`src/rtl/gfx_mem_arbiter_if.sv`:
```
// Bus bundle for gfx_mem_arbiter: requester rts/rtr streams, memory slot, read broadcast.
// master = arbiter view, slave = engines/memory view.
interface gfx_mem_arbiter_if #(
  parameter int NUM_REQ = 4
);
  logic [NUM_REQ-1:0]    req_rts;
  logic [NUM_REQ-1:0]    req_rtr;
  logic [4*NUM_REQ-1:0]  req_wben;
  logic [16*NUM_REQ-1:0] req_addr;
  logic [32*NUM_REQ-1:0] req_data;
  logic [NUM_REQ-1:0]    req_op;
  logic                  mem_out_rts;
  logic                  mem_in_rtr;
  logic [3:0]            mem_out_wben;
  logic [15:0]           mem_out_addr;
  logic [31:0]           mem_out_data;
  logic                  mem_out_op;
  logic [31:0]           mem_in_rd_data;
  logic                  mem_in_rd_valid;
  logic [31:0]           arb_bcast_out_data;
  logic                  arb_bcast_out_xfc;
  logic [1:0]            grant_idx;
  logic                  arb_busy;

  modport master (
    input  req_rts, req_wben, req_addr, req_data, req_op,
    input  mem_in_rtr, mem_in_rd_data, mem_in_rd_valid,
    output req_rtr, mem_out_rts, mem_out_wben, mem_out_addr, mem_out_data, mem_out_op,
    output arb_bcast_out_data, arb_bcast_out_xfc, grant_idx, arb_busy
  );

  modport slave (
    output req_rts, req_wben, req_addr, req_data, req_op,
    output mem_in_rtr, mem_in_rd_data, mem_in_rd_valid,
    input  req_rtr, mem_out_rts, mem_out_wben, mem_out_addr, mem_out_data, mem_out_op,
    input  arb_bcast_out_data, arb_bcast_out_xfc, grant_idx, arb_busy
  );
endinterface

```
`src/rtl/gfx_mem_arbiter.sv`:
```
// Round-robin arbiter sharing one frame-buffer port between up to four graphics engines.
// Define MEM_ARB_BURST_LIMIT_EN to cap each grant at MAX_BURST beats.
module gfx_mem_arbiter #(
  parameter int NUM_REQ   = 4,
  parameter int MAX_BURST = 16
) (
  input logic               clk,
  input logic               rst_,
  gfx_mem_arbiter_if.master bus
);

  typedef enum logic {IDLE = 1'b0, BUSY = 1'b1} state_e;

  state_e      state_q, state_d;
  logic [1:0]  grant_q, grant_d;
  logic [1:0]  rr_ptr_q, rr_ptr_d;
  logic [1:0]  pick_s;
  logic        any_rts_s;
  logic        rtr_g_s;
  logic        xfc_in_s;
  logic        xfc_out_s;
  logic        slot_vld_q;
  logic [3:0]  wben_q;
  logic [15:0] addr_q;
  logic [31:0] data_q;
  logic        op_q;
  logic [31:0] bcast_data_q;
  logic        bcast_xfc_q;
`ifdef MEM_ARB_BURST_LIMIT_EN
  logic [15:0] burst_cnt_q, burst_cnt_d;
`endif

  // Round-robin pick: iterate farthest-to-nearest so the nearest requester after rr_ptr wins.
  always_comb begin
    int         cand;
    logic [1:0] cand_s;
    cand      = 0;
    cand_s    = rr_ptr_q;
    pick_s    = rr_ptr_q;
    any_rts_s = |bus.req_rts;
    for (int k = NUM_REQ; k >= 1; k--) begin
      cand   = int'(rr_ptr_q) + k;
      cand   = (cand >= NUM_REQ) ? cand - NUM_REQ : cand;
      cand_s = 2'(cand);
      pick_s = bus.req_rts[cand_s] ? cand_s : pick_s;
    end
  end

  // Control state register.
  always_ff @(posedge clk or negedge rst_) begin
    if (!rst_) begin
      state_q  <= IDLE;
      grant_q  <= 2'd0;
      rr_ptr_q <= 2'(NUM_REQ - 1);
`ifdef MEM_ARB_BURST_LIMIT_EN
      burst_cnt_q <= 16'd0;
`endif
    end else begin
      state_q  <= state_d;
      grant_q  <= grant_d;
      rr_ptr_q <= rr_ptr_d;
`ifdef MEM_ARB_BURST_LIMIT_EN
      burst_cnt_q <= burst_cnt_d;
`endif
    end
  end

  // Next-state: grant from IDLE, release on rts drop (or on the last beat of a capped burst).
  always_comb begin
    state_d  = state_q;
    grant_d  = grant_q;
    rr_ptr_d = rr_ptr_q;
`ifdef MEM_ARB_BURST_LIMIT_EN
    burst_cnt_d = burst_cnt_q;
`endif
    case (state_q)
      IDLE: begin
        if (any_rts_s) begin
          grant_d = pick_s;
          state_d = BUSY;
        end else begin
          state_d = IDLE;
        end
      end
      BUSY: begin
        if (!bus.req_rts[grant_q]) begin
          state_d  = IDLE;
          rr_ptr_d = grant_q;
`ifdef MEM_ARB_BURST_LIMIT_EN
          burst_cnt_d = 16'd0;
        end else if (xfc_in_s && (burst_cnt_q == 16'(MAX_BURST - 1))) begin
          state_d     = IDLE;
          rr_ptr_d    = grant_q;
          burst_cnt_d = 16'd0;
        end else if (xfc_in_s) begin
          burst_cnt_d = burst_cnt_q + 16'd1;
`endif
        end else begin
          state_d = BUSY;
        end
      end
      default: begin
        state_d = IDLE;
      end
    endcase
  end

  // Outputs: only the grantee sees rtr, and only while the slot can take a beat this cycle.
  always_comb begin
    bus.req_rtr = '0;
    rtr_g_s     = ~slot_vld_q | bus.mem_in_rtr;
    xfc_in_s    = 1'b0;
    case (state_q)
      BUSY: begin
        bus.req_rtr[grant_q] = rtr_g_s;
        xfc_in_s             = bus.req_rts[grant_q] & rtr_g_s;
      end
      IDLE: begin
        bus.req_rtr = '0;
        xfc_in_s    = 1'b0;
      end
      default: begin
        bus.req_rtr = '0;
        xfc_in_s    = 1'b0;
      end
    endcase
  end

  assign xfc_out_s = slot_vld_q & bus.mem_in_rtr;

  // One-entry output slot; a simultaneous load and drain keeps it full with no bubble.
  always_ff @(posedge clk or negedge rst_) begin
    if (!rst_) begin
      slot_vld_q <= 1'b0;
      wben_q     <= 4'd0;
      addr_q     <= 16'd0;
      data_q     <= 32'd0;
      op_q       <= 1'b0;
    end else if (xfc_in_s) begin
      slot_vld_q <= 1'b1;
      wben_q     <= bus.req_wben[{grant_q, 2'b00} +: 4];
      addr_q     <= bus.req_addr[{grant_q, 4'b0000} +: 16];
      data_q     <= bus.req_data[{grant_q, 5'b00000} +: 32];
      op_q       <= bus.req_op[grant_q];
    end else if (xfc_out_s) begin
      slot_vld_q <= 1'b0;
    end else begin
      slot_vld_q <= slot_vld_q;
    end
  end

  // Read-return broadcast register; data holds between strobes.
  always_ff @(posedge clk or negedge rst_) begin
    if (!rst_) begin
      bcast_data_q <= 32'd0;
      bcast_xfc_q  <= 1'b0;
    end else begin
      bcast_xfc_q  <= bus.mem_in_rd_valid;
      bcast_data_q <= bus.mem_in_rd_valid ? bus.mem_in_rd_data : bcast_data_q;
    end
  end

  assign bus.mem_out_rts        = slot_vld_q;
  assign bus.mem_out_wben       = wben_q;
  assign bus.mem_out_addr       = addr_q;
  assign bus.mem_out_data       = data_q;
  assign bus.mem_out_op         = op_q;
  assign bus.arb_bcast_out_data = bcast_data_q;
  assign bus.arb_bcast_out_xfc  = bcast_xfc_q;
  assign bus.grant_idx          = grant_q;
  assign bus.arb_busy           = (state_q == BUSY);

endmodule

```
`src/flat_wrapper.sv`:
```
// flat-port wrapper written by rule: the top's interface ports become plain ports
module gfx_mem_arbiter_flat 
#(
  parameter int NUM_REQ   = 4,
  parameter int MAX_BURST = 16
)
  (clk, rst_, bus_req_rts, bus_req_wben, bus_req_addr, bus_req_data, bus_req_op, bus_mem_in_rtr, bus_mem_in_rd_data, bus_mem_in_rd_valid, bus_req_rtr, bus_mem_out_rts, bus_mem_out_wben, bus_mem_out_addr, bus_mem_out_data, bus_mem_out_op, bus_arb_bcast_out_data, bus_arb_bcast_out_xfc, bus_grant_idx, bus_arb_busy);
  gfx_mem_arbiter_if #(.NUM_REQ(NUM_REQ)) bus_i ();
  input logic clk;
  input logic rst_;
  input wire logic [$bits(bus_i.req_rts)-1:0] bus_req_rts;
  input wire logic [$bits(bus_i.req_wben)-1:0] bus_req_wben;
  input wire logic [$bits(bus_i.req_addr)-1:0] bus_req_addr;
  input wire logic [$bits(bus_i.req_data)-1:0] bus_req_data;
  input wire logic [$bits(bus_i.req_op)-1:0] bus_req_op;
  input wire logic [$bits(bus_i.mem_in_rtr)-1:0] bus_mem_in_rtr;
  input wire logic [$bits(bus_i.mem_in_rd_data)-1:0] bus_mem_in_rd_data;
  input wire logic [$bits(bus_i.mem_in_rd_valid)-1:0] bus_mem_in_rd_valid;
  output wire logic [$bits(bus_i.req_rtr)-1:0] bus_req_rtr;
  output wire logic [$bits(bus_i.mem_out_rts)-1:0] bus_mem_out_rts;
  output wire logic [$bits(bus_i.mem_out_wben)-1:0] bus_mem_out_wben;
  output wire logic [$bits(bus_i.mem_out_addr)-1:0] bus_mem_out_addr;
  output wire logic [$bits(bus_i.mem_out_data)-1:0] bus_mem_out_data;
  output wire logic [$bits(bus_i.mem_out_op)-1:0] bus_mem_out_op;
  output wire logic [$bits(bus_i.arb_bcast_out_data)-1:0] bus_arb_bcast_out_data;
  output wire logic [$bits(bus_i.arb_bcast_out_xfc)-1:0] bus_arb_bcast_out_xfc;
  output wire logic [$bits(bus_i.grant_idx)-1:0] bus_grant_idx;
  output wire logic [$bits(bus_i.arb_busy)-1:0] bus_arb_busy;
  assign bus_i.req_rts = bus_req_rts;
  assign bus_i.req_wben = bus_req_wben;
  assign bus_i.req_addr = bus_req_addr;
  assign bus_i.req_data = bus_req_data;
  assign bus_i.req_op = bus_req_op;
  assign bus_i.mem_in_rtr = bus_mem_in_rtr;
  assign bus_i.mem_in_rd_data = bus_mem_in_rd_data;
  assign bus_i.mem_in_rd_valid = bus_mem_in_rd_valid;
  assign bus_req_rtr = bus_i.req_rtr;
  assign bus_mem_out_rts = bus_i.mem_out_rts;
  assign bus_mem_out_wben = bus_i.mem_out_wben;
  assign bus_mem_out_addr = bus_i.mem_out_addr;
  assign bus_mem_out_data = bus_i.mem_out_data;
  assign bus_mem_out_op = bus_i.mem_out_op;
  assign bus_arb_bcast_out_data = bus_i.arb_bcast_out_data;
  assign bus_arb_bcast_out_xfc = bus_i.arb_bcast_out_xfc;
  assign bus_grant_idx = bus_i.grant_idx;
  assign bus_arb_busy = bus_i.arb_busy;
  gfx_mem_arbiter #(.NUM_REQ(NUM_REQ), .MAX_BURST(MAX_BURST)) u_core (.clk(clk), .rst_(rst_), .bus(bus_i));
endmodule
```
`config.mk`:
```
export PLATFORM = sky130hd
export DESIGN_NAME = gfx_mem_arbiter_flat
export DESIGN_NICKNAME = d
export VERILOG_FILES = /design/src/rtl/gfx_mem_arbiter_if.sv /design/src/rtl/gfx_mem_arbiter.sv /design/src/flat_wrapper.sv
export SDC_FILE = /design/constraint.sdc
export NUM_CORES = 1
export LEC_CHECK = 0
export BUFFER_PORTS_ARGS = -buffer_cell sky130_fd_sc_hd__buf_2
export CORE_AREA = 2 2 133 135
export DETAILED_ROUTE_END_ITERATION = 6
export DIE_AREA = 0 0 135 137
export PLACE_DENSITY = 0.69
export SLEW_MARGIN = 10
export SYNTH_ARGS = -nofsm -noshare
export SYNTH_HDL_FRONTEND = slang
export SYNTH_SLANG_ARGS = --single-unit
```
`constraint.sdc`:
```
create_clock -name clk -period 4.9 [get_ports clk]
set_input_delay 0.245 -clock clk [delete_from_list [all_inputs] [get_ports clk]]
set_output_delay 0.245 -clock clk [all_outputs]
set_load 0.005 [all_outputs]
```
* Word-level counts from Yosys, hierarchy flattened *
Cells that the tools add are included.
W data, S select, Z words.

storage, ports and cells
  bits of input ports = 252
  bits in registers = 92
  word-level logic and storage cells = 72
  output and inout bits = 94

operators by class
  bitwise gates (word level) = 7
  shift-type cells = 3
  add/subtract/negate cells = 8
  order comparisons = 10
  reductions and logical operators = 5
  multiplexer cells = 29

operators with widths
  cell                   number
  $shiftx A128 B8 Y32    1
  $shiftx A64 B7 Y16     1
  $mux W2                8
  $shiftx A16 B5 Y4      1
  $lt A2 B3 Y1 const B   5
  $bmux W1 S2            6
  $mux W1                11
  $ge A3 B3 Y1 const B   3
  $pmux W4 S2            1
  $sub A2 B1 Y2 const B  4
  $add A2 B2 Y3 const B  2
  $add A2 B3 Y4 const B  1
  $and A4 B4 Y4          1
  $ge A4 B3 Y1 const B   1
  $pmux W1 S2            2
  $reduce_and A2 Y1      2
  $reduce_or A4 Y1       1
  $add A2 B1 Y3 const B  1
  $not A1 Y1             3
  $and A1 B1 Y1          2
  $demux W1 S2           1
  $ge A2 B1 Y1 const B   1
  $reduce_bool A2 Y1     1
  $logic_and A1 B1 Y1    1
  $or A1 B1 Y1           1

* Logic depth before layout (Yosys ltp) *
Gate-level depths: netlist (run 1).

  depth in word-level cells = 9
  gate-level depth with buffers = 6
  depth with buffers taken out = 3

* Worst setup path after synthesis (run 1) *
OpenSTA, ideal clock, no wires.

  path kind = register to register
  start point = register u_core.grant_q[0], in the netlist u_core.bus.grant_idx[0]
  end point = register u_core.data_q[2], in the netlist u_core.bus.mem_out_data[2]
  required time = 4.775 ns
  cell stages (with the launch flop) = 6
  setup time = 0.125 ns
  arrival = 1.730 ns
  path buffers = 3
  clock period less this slack = 1.855 ns
  setup slack = 3.045 ns
  path through = dfrtp_1 > clkbuf_1 > buf_6 > buf_2 > mux4_2 > mux2_4

on the way
  longest elaborated chain between the ends = 4
  elaborated cells between the ends (all ways) = 5
  those cells by class = shift: 1; mux: 3; bitwise: 1

ends and longest elaborated chain
  what                                                                         RTL line                source
  from (decl)                                                                  gfx_mem_arbiter.sv:15   logic [1:0] grant_q, grant_d;
  from (signal assigned)                                                       gfx_mem_arbiter.sv:60   grant_q <= grant_d;
  parallel branches: the longest is 4 deep, another holds $shiftx A128 B8 Y32  -
  to (signal assigned)                                                         gfx_mem_arbiter.sv:143  data_q <= bus.req_data[{grant_q, 5'b00000} +: 32];
  to (decl)                                                                    gfx_mem_arbiter.sv:25   logic [31:0] data_q;

Several ways; the timed one is not identified. The select of a mux whose other input is x is not followed.
A chain may end at the register's enable or synchronous reset.

* Worst setup path in the final report (run 1) *
  start point = register u_core.grant_q[0], in the netlist u_core.bus.grant_idx[0]
  end point = output bus_req_rtr[1]

on the way
  longest elaborated chain between the ends = 6
  elaborated cells between the ends (all ways) = 7
  those cells by class = order compare: 2; mux: 3; bitwise: 1; reduce/logical: 1

ends and longest elaborated chain
  what                                                                       RTL line                source
  $lt A2 B3 Y1 (not written as such) / $ge A2 B1 Y1 (equally long branches)  gfx_mem_arbiter.sv:115  bus.req_rtr[grant_q] = rtr_g_s;
  $logic_and A1 B1 Y1 (not written as such)                                  gfx_mem_arbiter.sv:115
  $mux W1 (not written as such)                                              gfx_mem_arbiter.sv:115
  $demux W1 S2 *                                                             -
  $and A4 B4 Y4 (no line) *                                                  -
  $pmux W4 S2 *                                                              gfx_mem_arbiter.sv:113  case (state_q)
  to (decl)                                                                  flat_wrapper.sv:19      output wire logic [$bits(bus_i.req_rtr)-1:0] bus_req_rtr;

Mark *: on every way between the ends. The rest lies on a longest branch, timed or not.

==> flow_metrics.tcl, run 1 <==
set metrics [dict create \
    status "finished clean" \
    start_util_pct 29.9 \
    grt_pass1_wl_um 22400 \
    syn_inst 295 \
    synth_top_cells_by_count "dfrtp_1, mux4_2, mux2_4, mux2_2, clkbuf_1" \
    numPortBuffers 345 \
    power_uw 3970 \
    min_path_type "primary input to register" \
    min_period_ns 2.53 \
    fin_area_um2 7250 \
    p_leak_uw 0.00365 \
    maxSlewViolCount 0 \
    synth_top_area_share_pct 44.2 \
    hold_buffers 1 \
    path_max_fanout 43 \
    cp-end-kind "primary output" \
    wl_per_cell_um 17.4 \
    avgSynthCellArea_um2 17.3 \
    hpwl_um 12100 \
    root_buffer "clkbuf_16" \
    ys_async_sr_fraction_pct 100 \
    cts_resized 0 \
    synth_edf_count 0 \
    ir_drop_mv 0.372 \
    syn_area_um2 5100 \
    antenna_found_initial 0 \
    rows 48 \
    r2r_end "u_core.bus.mem_out_data[24]" \
    synthXorXnorAreaFrac_pct 0 \
    core_um2 17100 \
    reg2reg_from "u_core.bus.grant_idx[0]" \
    synth-compound-area-share_pct 1.35 \
    synth_top_family_by_area "multiplexers" \
    drive_gt1_share_pct 80.3 \
    cts.sinks 92 \
    hold_viol_final 0 \
    synth_warnings 0 \
    grt_pass1_vias 4181 \
    grt_usage_pct 16.0 \
    dieHeight_um 137 \
    muxShareOfSynthArea_pct 46.9 \
    slew_headroom_pct 28.8 \
    fillers 1619 \
    dp_worst_setup_slack_ns 2.35 \
    min_period_over_period_pct 51.6 \
    area_growth_pct 42.2 \
    fin_hold_ws_ns 0.133 \
    yosysSeqAreaShare_pct 45.2 \
    synth_adder_area_share_pct 0 \
    synth.distinct_cells 29 \
    critPathKind "register to primary output" \
    setup_viol 0 \
    r2r_cells 3 \
    via_count 4021 \
    required_ns 4.66 \
    setup_tns_ns 0 \
    crit_start "u_core.bus.grant_idx[0]" \
    crit_path_end "bus_req_rtr[1]" \
    clockBufferDepth 2 \
    synthSimpleGateAreaFrac_pct 2.28 \
    drc 0 \
    clk_latency_ns 0.34 \
    ant_nets 0 \
    cap_violations 0 \
    worst_pin_slew_ns 1.07 \
    tritoncts "done" \
    synth_area_leaders "dfrtp_1, mux4_2, mux2_4" \
    synth-main-ff-cell "dfrtp_1" \
    syn-num-nets 547 \
    nets 882 \
    postCtsSetupRepairBufs 0 \
    htreeDepth 3 \
    fmax_ghz 0.395 \
    powerDensity_nw_per_um2 547 \
    ys_ff_latch 92 \
    rsz0062_at_grt "no" \
    layout_setup_ws_ns 2.37 \
    place.gp.congestion 0.792 \
    start_kind "register" \
    cp.arrival_ns 2.29 \
    first_pass_iters 4 \
    cts_buffers 9 \
    yosysMostFrequentCell "dfrtp_1" \
    die_w_um 135 \
    clk_pin_slew_ns 0.07 \
    dieArea_um2 18500 \
    vias_per_cell 4.67 \
    synth_top_area_cell "dfrtp_1" \
    dpl_cell_area_um2 6940 \
    pin_count 346 \
    worst_clock_skew_ns 0.00642 \
    drtIter0Drc 95 \
    reg2reg_slack_ns 2.39 \
    grt_max_degree 60 \
    totalWireLength_um 15000 \
    grt_overflow 0 \
]
worst max-delay path, stage by stage, from the launching register on:
cell,delay (ns)
dfrtp_4,0.64
buf_4,0.67
inv_1,0.24
nor3_1,0.23
buf_2,0.14
routing by layer:
metal / up-vias / wire length [um] / track usage, %
met4: 0 / 223 / 5.38
met1: 1984 / 6060 / 19.8
li1: 1821 / - / -
met5: - / 0 / 0
met3: 18 / 1160 / 4.41
met2: 198 / 7530 / 27.1
sequential cells by signal, indices dropped and copies added, names as in the netlist:
signal,cells
u_core.bus.mem_out_data,32
u_core.bus.mem_out_wben,4
u_core.bus.mem_out_addr,16
u_core.bus.arb_busy,1
u_core.bus.grant_idx,2
u_core.bus.arb_bcast_out_xfc,1
u_core.bus.mem_out_rts,1
u_core.rr_ptr_q,2
u_core.bus.mem_out_op,1
u_core.bus.arb_bcast_out_data,32
layout make-up:
class | instances | area (um^2) | share of cell area (%)
multi-input cells | 174 | 2580 | 35.6
flip-flops and latches | 92 | 2310 | 31.9
repair buffers | 349 | 1760 | 24.3
well taps | 225 | 282 | 3.88
clock buffers | 10 | 229 | 3.16
clock inverters | 6 | 70.1 | 0.967
inverters | 4 | 15.0 | 0.207
diodes | 1 | 2.50 | 0.0345
cells by family (layout without fill, tap and decap cells):
kind of cell | after synthesis | in the layout
AO/OA/AOI/OAI | 11 | 11
flip-flops | 92 | 92
buffers and inverters | 29 | 369
AND/OR/NAND/NOR | 21 | 21
multiplexers | 142 | 142
other | 0 | 1
worst min path at each step:
stage	slack, ns	to	from	cells past startpoint
floorplan	-0.05	u_core.bus.arb_bcast_out_data[0]	rst_	0
global route	0.11	u_core.bus.arb_bcast_out_data[5]	bus_mem_in_rd_data[5]	2
global placement	0.27	u_core.bus.arb_bcast_out_data[23]	rst_	1
detailed placement	0.28	u_core.bus.arb_bcast_out_data[28]	rst_	1
finish	0.13	u_core.bus.arb_bcast_out_data[10]	bus_mem_in_rd_data[10]	2
CTS	0.12	u_core.bus.arb_bcast_out_data[10]	bus_mem_in_rd_data[10]	2
report_power, final:
group / total, uW / switching [uW] / internal [uW]
clock network: 702 / 300 / 401
logic: 1990 / 742 / 1250
registers: 1280 / 218 / 1060
through the flow:
step	std cells	utilization, %
floorplan	295	-
global placement	843	40.7
detailed placement	843	40.7
CTS	860	42.5
global route	860	42.5
finish	861	42.5
layout by cell type (no fill, tap or decap), types with 2 or more instances in the layout:
cell	n
a21oi_1	2
buf_2	344
buf_4	4
clkbuf_16	9
dfrtp_1	88
dfstp_2	2
inv_1	4
inv_6	3
mux2_2	37
mux2_4	50
mux4_2	54
nand2_1	6
nand2b_1	2
nor2_1	3
nor3_1	4
o21ai_0	4
o31ai_1	2
Note: power is estimated with default switching activity, not from simulation.
==> inputs of run 2 (changes only) <==
CORE_AREA = 2 2 135 137   (was 2 2 133 135)
DIE_AREA = 0 0 137 139   (was 0 0 135 137)
PLACE_DENSITY = 0.67   (was 0.69)
clock period = 2.6 ns   (was 4.9 ns; I/O delays follow)
==> flow_metrics.tcl, run 2 (same netlist as run 1, synthesis figures left out) <==
set metrics [dict create \
    status "finished clean" \
    rows 49 \
    maxSlewViolCount 0 \
    min_path_type "primary input to register" \
    hold_depth 2 \
    critPathTopFamily "buffers and inverters" \
    p_leak_uw 0.00370 \
    area_growth_pct 44.9 \
    required_ns 2.47 \
    place.gp.congestion 0.750 \
    multiInputGateArea_um2 2580 \
    cap_violations 0 \
    htreeDepth 3 \
    ff_latch_area_um2 2310 \
    cts_resized 0 \
    min_period_ns 1.95 \
    dp_worst_setup_slack_ns 0.686 \
    fin_hold_ws_ns 0.0201 \
    grt_pass1_vias 4352 \
    hpwl_um 11900 \
    pin_count 346 \
    start_kind "register" \
    ant_nets 0 \
    grt_usage_pct 15.8 \
    worst_clock_skew_ns 0.00750 \
    vias_per_cell 4.67 \
    die_w_um 137 \
    root_buffer "clkbuf_16" \
    clockBufferDepth 2 \
    crit_cells 4 \
    placed_cells 850 \
    drive_gt1_share_pct 80.2 \
    layout_common_cells "buf_2, dfrtp_1, mux4_2, mux2_4, mux2_2" \
    hold_viol_final 0 \
    cp.arrival_ns 1.82 \
    fmax_ghz 0.513 \
    dieHeight_um 139 \
    grt_max_degree 60 \
    cts.sinks 92 \
    first_pass_iters 4 \
    core_um2 17700 \
    ir_drop_mv 0.839 \
    cp_slowest_cell "buf_4" \
    wl_per_cell_um 17.1 \
    hold_buffers 4 \
    antenna_found_initial 2 \
    cp-end-kind "primary output" \
    min_period_over_period_pct 75.0 \
    path_buf_inv 2 \
    clk_latency_ns 0.34 \
    numPortBuffers 345 \
    layout_setup_ws_ns 0.649 \
    powerDensity_nw_per_um2 1030 \
    nets 888 \
    clk_pin_slew_ns 0.07 \
    tritoncts "done" \
    worst_pin_slew_ns 0.798 \
    postCtsSetupRepairBufs 0 \
    dieArea_um2 19000 \
    critPathKind "register to primary output" \
    slew_headroom_pct 46.8 \
    dpl_cell_area_um2 7010 \
    crit_chain "buf_4, nand3_1, nor2_1, buf_2" \
    grt_pass1_wl_um 23100 \
    r2r_cells 4 \
    fillers 1645 \
    grt_overflow 0 \
    cpPeakStageDelay_ns 0.62 \
    fin_area_um2 7390 \
    setup_viol 0 \
    totalWireLength_um 14900 \
    layout_commonest_cell "buf_2" \
    start_util_pct 28.9 \
    rsz0062_at_grt "no" \
    path_max_fanout 59 \
    via_count 4065 \
    setup_tns_ns 0 \
    fin_cells 871 \
    drc 0 \
    drtIter0Drc 127 \
    cts_buffers 9 \
]
==> run 2: layout make-up <==
class                      instances  share of cell area (%)
clock inverter                     6                    1.25
sequential                        92                    31.3
timing repair buffer             355                    25.2
antenna                            1                  0.0339
clock buffer                      10                    3.23
multi-input combinational        174                    34.9
inverter                           4                   0.203
tap                              229                    3.88
==> run 2: final timing paths <==
path | from | endpoint | slack [ns]
max in group asynchronous | rst_ | u_core.bus.arb_bcast_out_data[24] | 1.54
worst max register to register | u_core.bus.grant_idx[1] | u_core.bus.mem_out_data[17] | 0.68
min in group asynchronous | rst_ | u_core.bus.mem_out_rts | 0.40
worst min register to register | u_core.bus.mem_out_data[7] | u_core.bus.mem_out_data[7] | 0.50
worst max-delay path | u_core.bus.grant_idx[1] | bus_req_rtr[3] | 0.65
worst min-delay path | bus_mem_in_rd_data[11] | u_core.bus.arb_bcast_out_data[11] | 0.02
==> run 2: report_power, final <==
part	switching, uW	internal, uW
logic	1480	2380
registers	333	2000
clock network	570	876
==> run 2: stage by stage <==
| stage | util, % | power (uW) |
|---|---|---|
| 2_1_floorplan | - | 5170 |
| 3_3_place_gp | 39.7 | 6210 |
| 3_5_place_dp | 39.7 | 6310 |
| 4_1_cts | 41.8 | 7800 |
| 5_1_grt | 41.8 | 8140 |
| 6_report | 41.8 | 7640 |
==> run 2: layer usage <==
layer,GRT usage (%),part of all wire [%],vias to the layer above
li1,-,-,1834
met1,18.5,38,1998
met2,27.3,51,201
met3,4.64,8.0,30
met4,5.53,2.3,2
met5,0,0.047,-
